<file path="config.mk">
export PLATFORM = sky130hd
export DESIGN_NAME = skp_os_scheduler
export DESIGN_NICKNAME = d
export VERILOG_FILES = /design/src/rtl/skp_os_scheduler.sv
export SDC_FILE = /design/constraint.sdc
export NUM_CORES = 1
export LEC_CHECK = 0
export BUFFER_PORTS_ARGS = -buffer_cell sky130_fd_sc_hd__buf_2
export CAP_MARGIN = 10
export CORE_MARGIN = 8
export CORE_UTILIZATION = 32
export CTS_CLUSTER_SIZE = 40
export DETAILED_ROUTE_END_ITERATION = 10
export GPL_ROUTABILITY_DRIVEN = 0
export PLACE_DENSITY = 0.59
export SYNTH_ARGS = -nofsm -noshare
export SYNTH_HDL_FRONTEND = slang
export SYNTH_SLANG_ARGS = --single-unit
export TNS_END_PERCENT = 5
</file>
<file path="constraint.sdc">
create_clock -name read_clk -period 3.7 [get_ports read_clk]
set_input_delay 0.555 -clock read_clk [delete_from_list [all_inputs] [get_ports read_clk]]
set_output_delay 0.555 -clock read_clk [all_outputs]
set_load 0.01 [all_outputs]
</file>
<file path="src/rtl/skp_os_scheduler.sv">
// SKP ordered-set scheduler: watches COM/SKP sets in the read_clk stream and
// issues at most one SKP insert or delete command per set, with event counters.
module skp_os_scheduler #(
    parameter int unsigned DATA_WIDTH = 10,
    parameter int unsigned MAX_SKP    = 5,
    parameter int unsigned CNT_WIDTH  = 8
) (
    input  logic                  read_clk,
    input  logic                  rst,
    input  logic                  enable,
    input  logic                  buffer_mode,
    input  logic                  sym_valid,
    input  logic [DATA_WIDTH-1:0] sym_in,
    input  logic                  add_req,
    input  logic                  delete_req,
    output logic                  insert_cmd,
    output logic                  delete_cmd,
    output logic                  skp_added,
    output logic                  skp_removed,
    output logic                  skp_len_err,
    output logic [CNT_WIDTH-1:0]  add_cnt,
    output logic [CNT_WIDTH-1:0]  del_cnt
);

    localparam int unsigned SKP_CNT_W = $clog2(MAX_SKP + 1);

    localparam logic [DATA_WIDTH-1:0] COM_RDN = DATA_WIDTH'(10'b0011111010);
    localparam logic [DATA_WIDTH-1:0] COM_RDP = DATA_WIDTH'(10'b1100000101);
    localparam logic [DATA_WIDTH-1:0] SKP_RDN = DATA_WIDTH'(10'b0011110100);
    localparam logic [DATA_WIDTH-1:0] SKP_RDP = DATA_WIDTH'(10'b1100001011);

    localparam logic [SKP_CNT_W-1:0] SKP_MAX = SKP_CNT_W'(MAX_SKP);
    localparam logic [SKP_CNT_W-1:0] SKP_ONE = SKP_CNT_W'(1);
    localparam logic [CNT_WIDTH-1:0] CNT_MAX = '1;

    typedef enum logic [1:0] {
        IDLE     = 2'd0,
        COM_SEEN = 2'd1,
        SKP_RUN  = 2'd2
    } state_t;

    state_t                 state, state_nxt;
    logic                   pend_add, pend_add_nxt;
    logic                   pend_del, pend_del_nxt;
    logic [SKP_CNT_W-1:0]   skp_cnt, skp_cnt_nxt;
    logic                   ins_c, del_c, err_c;
    logic                   is_com, is_skp;

    assign is_com = (sym_in == COM_RDN) || (sym_in == COM_RDP);
    assign is_skp = (sym_in == SKP_RDN) || (sym_in == SKP_RDP);

    // State and per-set context registers
    always_ff @(posedge read_clk) begin
        if (rst) begin
            state    <= IDLE;
            pend_add <= 1'b0;
            pend_del <= 1'b0;
            skp_cnt  <= '0;
        end else begin
            state    <= state_nxt;
            pend_add <= pend_add_nxt;
            pend_del <= pend_del_nxt;
            skp_cnt  <= skp_cnt_nxt;
        end
    end

    // Next-state: a COM always (re)starts a set and latches the monitor requests
    always_comb begin
        state_nxt    = state;
        pend_add_nxt = pend_add;
        pend_del_nxt = pend_del;
        skp_cnt_nxt  = skp_cnt;
        if (sym_valid) begin
            if (is_com) begin
                state_nxt    = COM_SEEN;
                pend_add_nxt = add_req;
                pend_del_nxt = delete_req;
                skp_cnt_nxt  = '0;
            end else begin
                unique case (state)
                    COM_SEEN: begin
                        if (is_skp) begin
                            state_nxt   = SKP_RUN;
                            skp_cnt_nxt = SKP_ONE;
                        end else begin
                            state_nxt = IDLE;
                        end
                    end
                    SKP_RUN: begin
                        if (is_skp && skp_cnt != SKP_MAX) begin
                            skp_cnt_nxt = skp_cnt + SKP_ONE;
                        end else begin
                            state_nxt = IDLE;
                        end
                    end
                    default: state_nxt = IDLE;
                endcase
            end
        end
    end

    // Command decode; insert is judged on the symbol that closes the SKP run
    always_comb begin
        ins_c = 1'b0;
        del_c = 1'b0;
        err_c = 1'b0;
        if (sym_valid) begin
            unique case (state)
                COM_SEEN: err_c = !is_skp && !is_com;
                SKP_RUN: begin
                    if (is_skp) begin
                        if (skp_cnt == SKP_MAX) begin
                            err_c = 1'b1;
                        end else begin
                            del_c = (skp_cnt == SKP_ONE) && pend_del && !pend_add && enable;
                        end
                    end else begin
                        ins_c = pend_add && !pend_del && enable && !buffer_mode &&
                                (skp_cnt < SKP_MAX);
                    end
                end
                default: ;
            endcase
        end
    end

    // Registered pulses and saturating event counters
    always_ff @(posedge read_clk) begin
        if (rst) begin
            insert_cmd  <= 1'b0;
            delete_cmd  <= 1'b0;
            skp_added   <= 1'b0;
            skp_removed <= 1'b0;
            skp_len_err <= 1'b0;
            add_cnt     <= '0;
            del_cnt     <= '0;
        end else begin
            insert_cmd  <= ins_c;
            delete_cmd  <= del_c;
            skp_added   <= ins_c;
            skp_removed <= del_c;
            skp_len_err <= err_c;
            if (ins_c && add_cnt != CNT_MAX) begin
                add_cnt <= add_cnt + CNT_WIDTH'(1);
            end
            if (del_c && del_cnt != CNT_MAX) begin
                del_cnt <= del_cnt + CNT_WIDTH'(1);
            end
        end
    end

endmodule

</file>
==> impl_metrics.yaml <==
logic_synthesis:
  yosysSeqAreaShare: 0.3580
  synth_cell_types: 45
  ys_async_sr_fraction: 0
  synth_area_sq_mm: 0.001454
  synth_cells: 175
  synth_top_area_cell: "dfxtp_1"
  synthTopCellsByCount: "26 x dfxtp_1, 15 x nand2_1, 14 x nor2_1"
  ys_ff_latch: 26
  yosysWarnings: 0
  synth_nets: 198
  netlist_top_cells_area: "dfxtp_1 36%, ha_1 5.2%, or3_1 4.3%, nand2_1 3.9%, nor2_1 3.6%"
  synth_ff_type: "dfxtp_1"
  synth.top_cell.area_share: 0.3580
  synth_most_common_cell: "dfxtp_1"
  synth_edf_count: 0
  avgSynthCellArea_sq_um: 8.308
outcome:
  status: "finished clean"
grt:
  grt_pass1_vias: 1412
  antenna_found_initial: 0
  grt_pass1_wl_um: 6285
  grt_max_degree: 25
  grt.overflow.total: 0
  track_usage: 0.1049
setup_path:
  cp-end-kind: "register"
  critPathMaxFanout: 16
  r2r_start: "state[0]"
  worstReg2RegEnd: "add_cnt[4]"
  arrival_ns: 2.58
  cp.required_ns: 3.91
  cpMaxStageDelayCell: "or4_1"
  regToRegSetupSlack_ns: 1.33
  crit_path_max_incr_delay_ns: 0.56
  critical_path_class: "reg -> reg"
  start_kind: "register"
  path_cells: "inv_1 -> ha_1 -> and3_2 -> nand4_1 -> or3_1 -> or4_1 -> a21oi_1"
  rr_worst_depth: 7
timing:
  final.setup.tns_ns: 0
  skew_ns: 0.002237
  final_hold_viol_count: 0
  drv_slew: 0
  worstMarginPinSlew_ns: 0.7536
  finalSetupViolCount: 0
  timing.fmax_mhz: 422.0
  relSlewSlack: 0.4923
  period_share: 0.6405
  period_needed_ns: 2.370
  worst_slack_ns: 1.330
  rsz0062_at_grt: "no"
cts:
  clock_latency_ns: 0.27
  cts.sinks: 26
  post_cts_buffers: 0
  clkTransAtPathRegs_ns: 0.10
  cts_hold_buf: 0
  cts-root-buf: "clkbuf_8"
  clockBufferDepth: 2
  htreeDepth: 1
  cts_buffers: 3
  tritoncts: "yes"
  cts_resized: 0
worst_hold_path:
  min_to: "add_cnt[6]"
  min_from: "add_cnt[6]"
  hold_path_class: "reg -> reg"
  whs_path_depth: 2
pwr:
  p_leak_nw: 0.6809
  switching_power_w: 0.0001114
  internal_power_w: 0.0004344
  combPwrFrac: 0.041
  switching_share: 0.2041
  ir_drop_mv: 0.1323
  power_density_mw_per_mm2: 313.2
  clock_power_share: 0.446
  power.share.sequential: 0.512
floorplanning:
  initial_core_util: 0.3339
  chipWidth_um: 83.41
  rows: 24
  io_pins: 38
  core_area_sq_mm: 0.004354
  die_y_um: 83.41
  dieArea_sq_mm: 0.006956
detailed_routing:
  wirelength_um: 3519
  dr_total_vias: 1399
  avgViaCountPerCell: 5.360
  dr.pass1.iters: 4
  ant_nets: 0
  post-route-drc-count: 0
  wl_per_cell_um: 13.48
  dr.first_iter.drc_count: 87
layout:
  final_net_count: 233
  diodes: 0
  seqCellArea_sq_um: 520.5
  area_growth_pct: 19.88
  multi_input_area_sq_um: 870.8
  drive_gt1_frac: 0.2392
  fill_cells: 449
placed_design:
  dp_slack_ns: 1.115
  numPortBuffers: 37
  dp.final_hpwl_um: 2600
run:
  cap_violations: 0
-- how the worst max path moves through the flow --
stage	start	to	slack [ns]
6_report	state[0]	add_cnt[4]	1.33
5_1_grt	state[0]	add_cnt[4]	1.11
4_1_cts	state[0]	add_cnt[4]	1.32
3_5_place_dp	sym_in[5]	del_cnt[7]	1.12
3_3_place_gp	sym_in[5]	del_cnt[7]	1.13
2_1_floorplan	sym_in[1]	del_cnt[7]	1.30
-- critical path: cells and delay by family (launching register included) --
family	cells	cell delay, ns
flops	1	0.34
buf+inv	1	0.07
fa+ha+maj	1	0.31
compound gates	1	0.15
simple gates	4	1.42
-- power groups by stage --
stage / clock, W / combinational (W) / sequential, W
after floorplan: 0 / 0.0000108 / 0.000286
after global placement: 0 / 0.0000227 / 0.000286
after detailed placement: 0 / 0.0000230 / 0.000286
after CTS: 0.000251 / 0.0000230 / 0.000280
after global routing: 0.000263 / 0.0000254 / 0.000280
final: 0.000244 / 0.0000226 / 0.000280
-- per-stage QoR --
step,util,power [W],hold WS (ns),cells,area [sq um]
floorplan,-,0.0002969,0.4779,175,1454
global placement,0.3839,0.0003089,0.4853,257,1672
detailed placement,0.3839,0.0003091,0.4865,257,1672
CTS,0.4003,0.0005537,0.5087,261,1743
global route,0.4003,0.0005682,0.5336,261,1743
finish,0.4003,0.0005459,0.5035,261,1743
-- layout by cell type (no fill, tap or decap), types with 4 or more instances in the layout --
cell type,n
buf_2,37
dfxtp_1,26
nand2_1,15
nor2_1,14
or3_1,10
o21ai_0,9
a21oi_1,9
nand3_1,9
nor3_1,6
ha_1,6
inv_1,5
nand4_1,5
a31oi_1,5
or4_1,4
nand2b_1,4
-- area by class of cell --
| cell class | instances | share of cell area |
|---|---|---|
| multi-input cells | 135 | 0.4996 |
| flip-flops and latches | 26 | 0.2986 |
| repair buffers | 38 | 0.1106 |
| well taps | 52 | 0.03733 |
| clock buffers | 3 | 0.02369 |
| clock inverters | 1 | 0.01723 |
| inverters | 6 | 0.01292 |
-- routing by layer --
layer / vias up / part of all wire / global-route usage
met5: - / 0 / 0
met4: 0 / 0.012 / 0.03834
met3: 4 / 0.044 / 0.02930
met2: 26 / 0.45 / 0.1726
met1: 642 / 0.49 / 0.1258
li1: 727 / - / -
-- cells by family after synthesis --
family	count (synthesis)	share of synthesized area
XOR/XNOR	1	0.006025
buffers and inverters	14	0.04302
multiplexers	4	0.02840
AND/OR/NAND/NOR	82	0.3176
AO/OA/AOI/OAI	42	0.1954
adder cells (fa/ha/maj)	6	0.05163
flip-flops	26	0.3580
-- registers in the layout, summed over array words and instances (netlist names) --
signal	flops
del_cnt	8
skp_added	1
skp_len_err	1
pend_del	1
add_cnt	8
skp_removed	1
pend_add	1
state	2
skp_cnt	3
No activity file was read; power rests on OpenSTA's default activity.
